$ cat src/rtl/i2s_mic_rx_if.sv
// Stereo frame handshake between the I2S microphone receiver and its consumer.
// The master holds left/right/valid; the slave answers with ready.
interface i2s_mic_rx_if #(
    parameter int DATA_W = 24
);
    logic [DATA_W-1:0] left;
    logic [DATA_W-1:0] right;
    logic              valid;
    logic              ready;

    modport master (
        output left,
        output right,
        output valid,
        input  ready
    );

    modport slave (
        input  left,
        input  right,
        input  valid,
        output ready
    );
endinterface

$ cat src/rtl/i2s_mic_rx.sv
// I2S master receiver for a MEMS microphone: clock generation, word capture,
// frame hold register with sticky overrun, and a windowed left-channel peak.
module i2s_mic_rx #(
    parameter int DATA_W    = 24,
    parameter int PEAK_LOG2 = 6
) (
    input  logic              clk,
    input  logic              reset,
    output logic              bclk_o,
    output logic              lrclk_o,
    input  logic              sd_i,
    i2s_mic_rx_if.master      out,
    output logic              overrun_o,
    input  logic              overrun_clr_i,
    output logic [DATA_W-2:0] peak_o,
    output logic              peak_valid_o
);
    localparam logic [4:0] LAST = 5'(DATA_W);

    logic [9:0]           div_q, div_d;
    logic                 sd_m_q, sd_s_q;
    logic [DATA_W-1:0]    shift_q, lpend_q;
    logic [DATA_W-1:0]    left_q, right_q;
    logic                 valid_q, ovr_q, pv_q;
    logic [DATA_W-2:0]    run_q, peak_q;
    logic [PEAK_LOG2-1:0] cnt_q, cnt_d;

    logic              strobe, capture, done, fdone, accept;
    logic [4:0]        bit_idx;
    logic [DATA_W-1:0] word, neg;
    logic [DATA_W-2:0] abs_a, max_a;

    always_comb begin
        div_d   = div_q + 10'd1;
        bit_idx = div_q[8:4];
        strobe  = (div_q[3:0] == 4'b1011);
        capture = strobe && (bit_idx != 5'd0) && (bit_idx <= LAST);
        done    = strobe && (bit_idx == LAST);
        fdone   = done && div_q[9];
        word    = {shift_q[DATA_W-2:0], sd_s_q};
        accept  = !valid_q || out.ready;
        cnt_d   = cnt_q + 1'b1;
        neg     = -lpend_q;
        // The most negative sample has no positive twin; clamp it to full scale.
        if (!lpend_q[DATA_W-1])
            abs_a = lpend_q[DATA_W-2:0];
        else if (lpend_q[DATA_W-2:0] == '0)
            abs_a = '1;
        else
            abs_a = neg[DATA_W-2:0];
        max_a = (abs_a > run_q) ? abs_a : run_q;
    end

    always_ff @(posedge clk or posedge reset) begin
        if (reset) begin
            div_q   <= '0;
            sd_m_q  <= 1'b0;
            sd_s_q  <= 1'b0;
            shift_q <= '0;
            lpend_q <= '0;
            left_q  <= '0;
            right_q <= '0;
            valid_q <= 1'b0;
            ovr_q   <= 1'b0;
            pv_q    <= 1'b0;
            run_q   <= '0;
            peak_q  <= '0;
            cnt_q   <= '0;
        end else begin
            div_q  <= div_d;
            sd_m_q <= sd_i;
            sd_s_q <= sd_m_q;
            if (capture)
                shift_q <= word;
            if (done && !div_q[9])
                lpend_q <= word;
            if (fdone && accept) begin
                left_q  <= lpend_q;
                right_q <= word;
                valid_q <= 1'b1;
            end else if (valid_q && out.ready) begin
                valid_q <= 1'b0;
            end
            if (fdone && !accept)
                ovr_q <= 1'b1;
            else if (overrun_clr_i)
                ovr_q <= 1'b0;
            pv_q <= 1'b0;
            // Dropped frames still feed the meter, so it counts every frame.
            if (fdone) begin
                cnt_q <= cnt_d;
                if (cnt_d == '0) begin
                    peak_q <= max_a;
                    run_q  <= '0;
                    pv_q   <= 1'b1;
                end else begin
                    run_q <= max_a;
                end
            end
        end
    end

    assign bclk_o       = div_q[3];
    assign lrclk_o      = div_q[9];
    assign out.left     = left_q;
    assign out.right    = right_q;
    assign out.valid    = valid_q;
    assign overrun_o    = ovr_q;
    assign peak_o       = peak_q;
    assign peak_valid_o = pv_q;
endmodule

$ cat src/flat_wrapper.sv
// flat-port wrapper written by rule: the top's interface ports become plain ports
module i2s_mic_rx_flat 
#(
    parameter int DATA_W    = 24,
    parameter int PEAK_LOG2 = 6
)
  (clk, reset, bclk_o, lrclk_o, sd_i, overrun_o, overrun_clr_i, peak_o, peak_valid_o, out_left, out_right, out_valid, out_ready);
  i2s_mic_rx_if #(.DATA_W(DATA_W)) out_i ();
  input  logic clk;
  input  logic reset;
  output logic bclk_o;
  output logic lrclk_o;
  input  logic sd_i;
  output logic overrun_o;
  input  logic overrun_clr_i;
  output logic [DATA_W-2:0] peak_o;
  output logic peak_valid_o;
  output wire logic [$bits(out_i.left)-1:0] out_left;
  output wire logic [$bits(out_i.right)-1:0] out_right;
  output wire logic [$bits(out_i.valid)-1:0] out_valid;
  input wire logic [$bits(out_i.ready)-1:0] out_ready;
  assign out_left = out_i.left;
  assign out_right = out_i.right;
  assign out_valid = out_i.valid;
  assign out_i.ready = out_ready;
  i2s_mic_rx #(.DATA_W(DATA_W), .PEAK_LOG2(PEAK_LOG2)) u_core (.clk(clk), .reset(reset), .bclk_o(bclk_o), .lrclk_o(lrclk_o), .sd_i(sd_i), .out(out_i), .overrun_o(overrun_o), .overrun_clr_i(overrun_clr_i), .peak_o(peak_o), .peak_valid_o(peak_valid_o));
endmodule
$ cat config.mk
export PLATFORM = sky130hd
export DESIGN_NAME = i2s_mic_rx_flat
export DESIGN_NICKNAME = d
export VERILOG_FILES = /design/src/rtl/i2s_mic_rx_if.sv /design/src/rtl/i2s_mic_rx.sv /design/src/flat_wrapper.sv
export SDC_FILE = /design/constraint.sdc
export NUM_CORES = 1
export LEC_CHECK = 0
export ABC_AREA = 1
export ABC_CLOCK_PERIOD_IN_PS = 9500
export BUFFER_PORTS_ARGS = -buffer_cell sky130_fd_sc_hd__buf_2
export CAP_MARGIN = 10
export CORE_MARGIN = 4
export CORE_UTILIZATION = 60
export DETAILED_ROUTE_END_ITERATION = 7
export GPL_TIMING_DRIVEN = 0
export HOLD_SLACK_MARGIN = 0.12
export PLACE_DENSITY = 0.8
export SLEW_MARGIN = 15
export SYNTH_ARGS = -nofsm -noshare
export SYNTH_HDL_FRONTEND = slang
export SYNTH_SLANG_ARGS = --single-unit
$ cat constraint.sdc
create_clock -name clk -period 9.5 [get_ports clk]
set_input_delay 1.425 -clock clk [delete_from_list [all_inputs] [get_ports clk]]
set_output_delay 1.425 -clock clk [all_outputs]
set_load 0.02 [all_outputs]
==> results.tsv <==
metric	value	unit
Syn Std Cell Area	0.00792	sq mm
drt pass-1 iters	5	
grt ovf	0	
Critical Setup Path Class	reg2reg	
post-CTS setup buffers	0	
Slew Viols, Final	0	
maximum net fanout on the critical path	10	
vias in the first global route	6409	
Clk pwr share	49.9	%
outcome	finished, final reports clean	
post-DR wirelength/cell	14.6	um
Power Density	154	mW/mm^2
Hold Buf Count CTS	0	
fin crit period	3.39	ns
share of layout cells above drive strength 1	14.7	%
core area	0.0128	sq mm
PortBufs	80	
setup slack after layout	6.11	ns
crit path launch	u_core.lpend_q[0]	
Worst Path Arrival	3.71	ns
clock slew at reported path FFs	0.07	ns
Detail Placement HPWL	13000	um
Max clock buf depth	2	
Worst Min Path Start	u_core.sd_m_q	
placed inst area	0.00857	sq mm
DRC violations left	0	
synthesized flop and latch total	162	
Skew-Pair Late Insertion Delay	0.43	ns
row count	41	
Layout Nets	1109	
GR Util All Layers	26.5	%
Slew HR	48.3	%
vias post-DR	6636	
root buffer cell	clkbuf_16	
CTS buffer count	17	
initial antenna violation count	0	
Die Ht	123	um
CTS tree	yes	
internal power	1.11	mW
clock sink count	162	
Antenna diodes	0	
Switching Fraction	21.4	%
Routed Wire Length	18400	um
Hold Crit Class	reg2reg	
Mean Syn Cell Area	8.09	sq um
Post-Synthesis Cells	978	
Layout Skew	0.00973	ns
Synth-to-Final Area Change	15.9	%
crit path capture type	flop	
r2r startpoint	u_core.lpend_q[0]	
Seq/Total Area, Yosys	51.2	%
Max-Cap Viols	0	
DR iter-0 viols	503	
Die ar.	0.0151	sq mm
Mapped Nets	1009	
measured slew at the worst slew-check pin	0.771	ns
vias per cell	5.25	
Worst VDD drop	0.117	mV
design area	0.00917	sq mm
num ports	81	
dpl ws	6.19	ns
largest net degree at the start of global routing	118	
fmax	295	MHz
Flop pwr share	49.0	%
Initial Utilization	62.0	%
DRT antenna net count	0	
Final Hold Violating Endpoints	0	
PostCTS Resize Cnt	0	
Yosys cell types	33	
Worst EP required	9.82	ns
Psw	0.302	mW
Syn. warnings	0	
Final period util	35.7	%
setup violators final	0	
Logic pwr share	1.1	%
P_leak	5.21	nW
H-tree levels	4	
routability cong.	0.899	
global-route wire length before repair	31000	um
RSZ-0062 raised after global routing	no	
final setup TNS	0	ns
Die X-Extent	123	um
CP Launch Type	flop	
## worst max-delay path: stages (launching register included)
cell	delay (ns)
dfrtp_1	0.43
inv_1	0.13
ha_1	0.18
nand2_1	0.11
nor2_4	0.18
nand3_1	0.12
nand2_1	0.14
a21oi_1	0.08
nor2_1	0.19
inv_1	0.06
ha_1	0.29
nand2_1	0.07
nor2_1	0.19
nand3_1	0.10
nor3_1	0.17
inv_1	0.10
nand2_2	0.14
buf_2	0.27
nand2_1	0.14
nand3_1	0.12
nand2_1	0.06
## state kept, by name, summed over array words and instances, names as in the netlist
name	count
u_core.out.valid	1
u_core.cnt_q	6
u_core.run_q	23
u_core.overrun_o	1
u_core.out.right	24
u_core.peak_valid_o	1
u_core.shift_q	23
u_core.div_q	10
u_core.lpend_q	24
u_core.out.left	24
u_core.peak_o	23
u_core.sd_s_q	1
u_core.sd_m_q	1
## cells in the final DEF (no fill, tap or decap), types with 4 or more instances in the layout
cell type / n
nand2_1: 327
clkinvlp_4: 4
mux2_4: 4
nor3_1: 5
inv_2: 5
buf_6: 7
nor2_1: 58
inv_1: 119
xnor2_1: 5
buf_4: 5
a21oi_1: 17
xor2_1: 12
o21ai_1: 44
ha_1: 26
dfrtp_1: 162
nand3_1: 77
clkbuf_1: 10
buf_2: 93
clkbuf_16: 17
o21ai_0: 57
## layout make-up
| class | count | area (sq um) |
|---|---|---|
| multi-input combinational | 653 | 3160 |
| inverter | 125 | 477 |
| fill | 1006 | 3600 |
| buffer | 38 | 230 |
| sequential | 162 | 4050 |
| timing repair buffer | 81 | 428 |
| clock inverter | 15 | 181 |
| tap | 172 | 215 |
| clock buffer | 17 | 425 |
## kinds of logic (layout without fill, tap and decap cells)
| kind of cell | after synthesis | after routing | share of synthesized area, % |
|---|---|---|---|
| simple gates | 482 | 482 | 25.1 |
| buf+inv | 163 | 276 | 8.84 |
| flops | 162 | 162 | 51.2 |
| compound gates | 124 | 124 | 8.08 |
| fa+ha+maj | 26 | 26 | 4.11 |
| xor+xnor | 17 | 17 | 1.88 |
| mux | 4 | 4 | 0.759 |
## through the flow
stage	util [%]	instances	total power [mW]	hold slack [ns]
5_1_grt	71.8	1263	1.45	0.366
3_3_place_gp	66.8	1230	0.719	0.334
6_report	71.8	1263	1.41	0.362
4_1_cts	71.8	1263	1.42	0.365
2_1_floorplan	-	978	0.715	0.331
3_5_place_dp	67.1	1231	0.721	0.350
## final timing paths
path | to | cells after the start | slack [ns]
worst max-delay path | u_core.run_q[17] | 20 | 6.11
worst min-delay path | u_core.sd_s_q | 0 | 0.36
worst max register to register | u_core.run_q[17] | 20 | 6.11
worst min register to register | u_core.sd_s_q | 0 | 0.36
max in group asynchronous | u_core.run_q[2] | 3 | 7.67
min in group asynchronous | u_core.overrun_o | 2 | 0.97
## per-layer routing
metal / part of all wire (%) / vias up / global-route usage [%]
met4: 2.6 / 0 / 11.8
li1: - / 3266 / -
met1: 45 / 3137 / 36.4
met2: 47 / 193 / 41.0
met3: 4.8 / 40 / 5.21
met5: 0 / - / 0
## synthesized netlist by cell type
master	n	area [sq um]
buf_4	5	37.5
nor2_4	3	33.8
o31ai_2	1	12.5
xnor2_1	5	43.8
and3_1	1	6.26
o21ai_0	57	285
o21ai_1	44	220
o31ai_1	1	7.51
clkbuf_1	10	37.5
dfrtp_1	162	4050
nand2_2	3	18.8
inv_1	120	450
nand2_4	1	11.3
inv_2	5	18.8
nor3_4	1	16.3
o211ai_1	2	15.0
nor2_1	58	218
o22ai_1	1	6.26
nand3b_1	1	7.51
buf_1	3	11.3
nand3_2	2	20.0
xor2_1	12	105
ha_1	26	325
mux2_4	4	60.1
buf_6	7	78.8
or2_2	1	6.26
a21o_1	1	7.51
buf_2	13	65.1
nand2_1	327	1230
nand4_1	2	12.5
a21oi_1	17	85.1
nor3_1	5	25.0
nand3_1	77	385
## power groups by stage
stage / clock network (mW) / logic, mW / registers [mW]
detailed placement: 0 / 0.0173 / 0.704
finish: 0.703 / 0.0162 / 0.691
global placement: 0 / 0.0153 / 0.704
global route: 0.743 / 0.0196 / 0.691
CTS: 0.710 / 0.0174 / 0.691
floorplan: 0 / 0.0108 / 0.704
(Power assumes the default switching activity.)
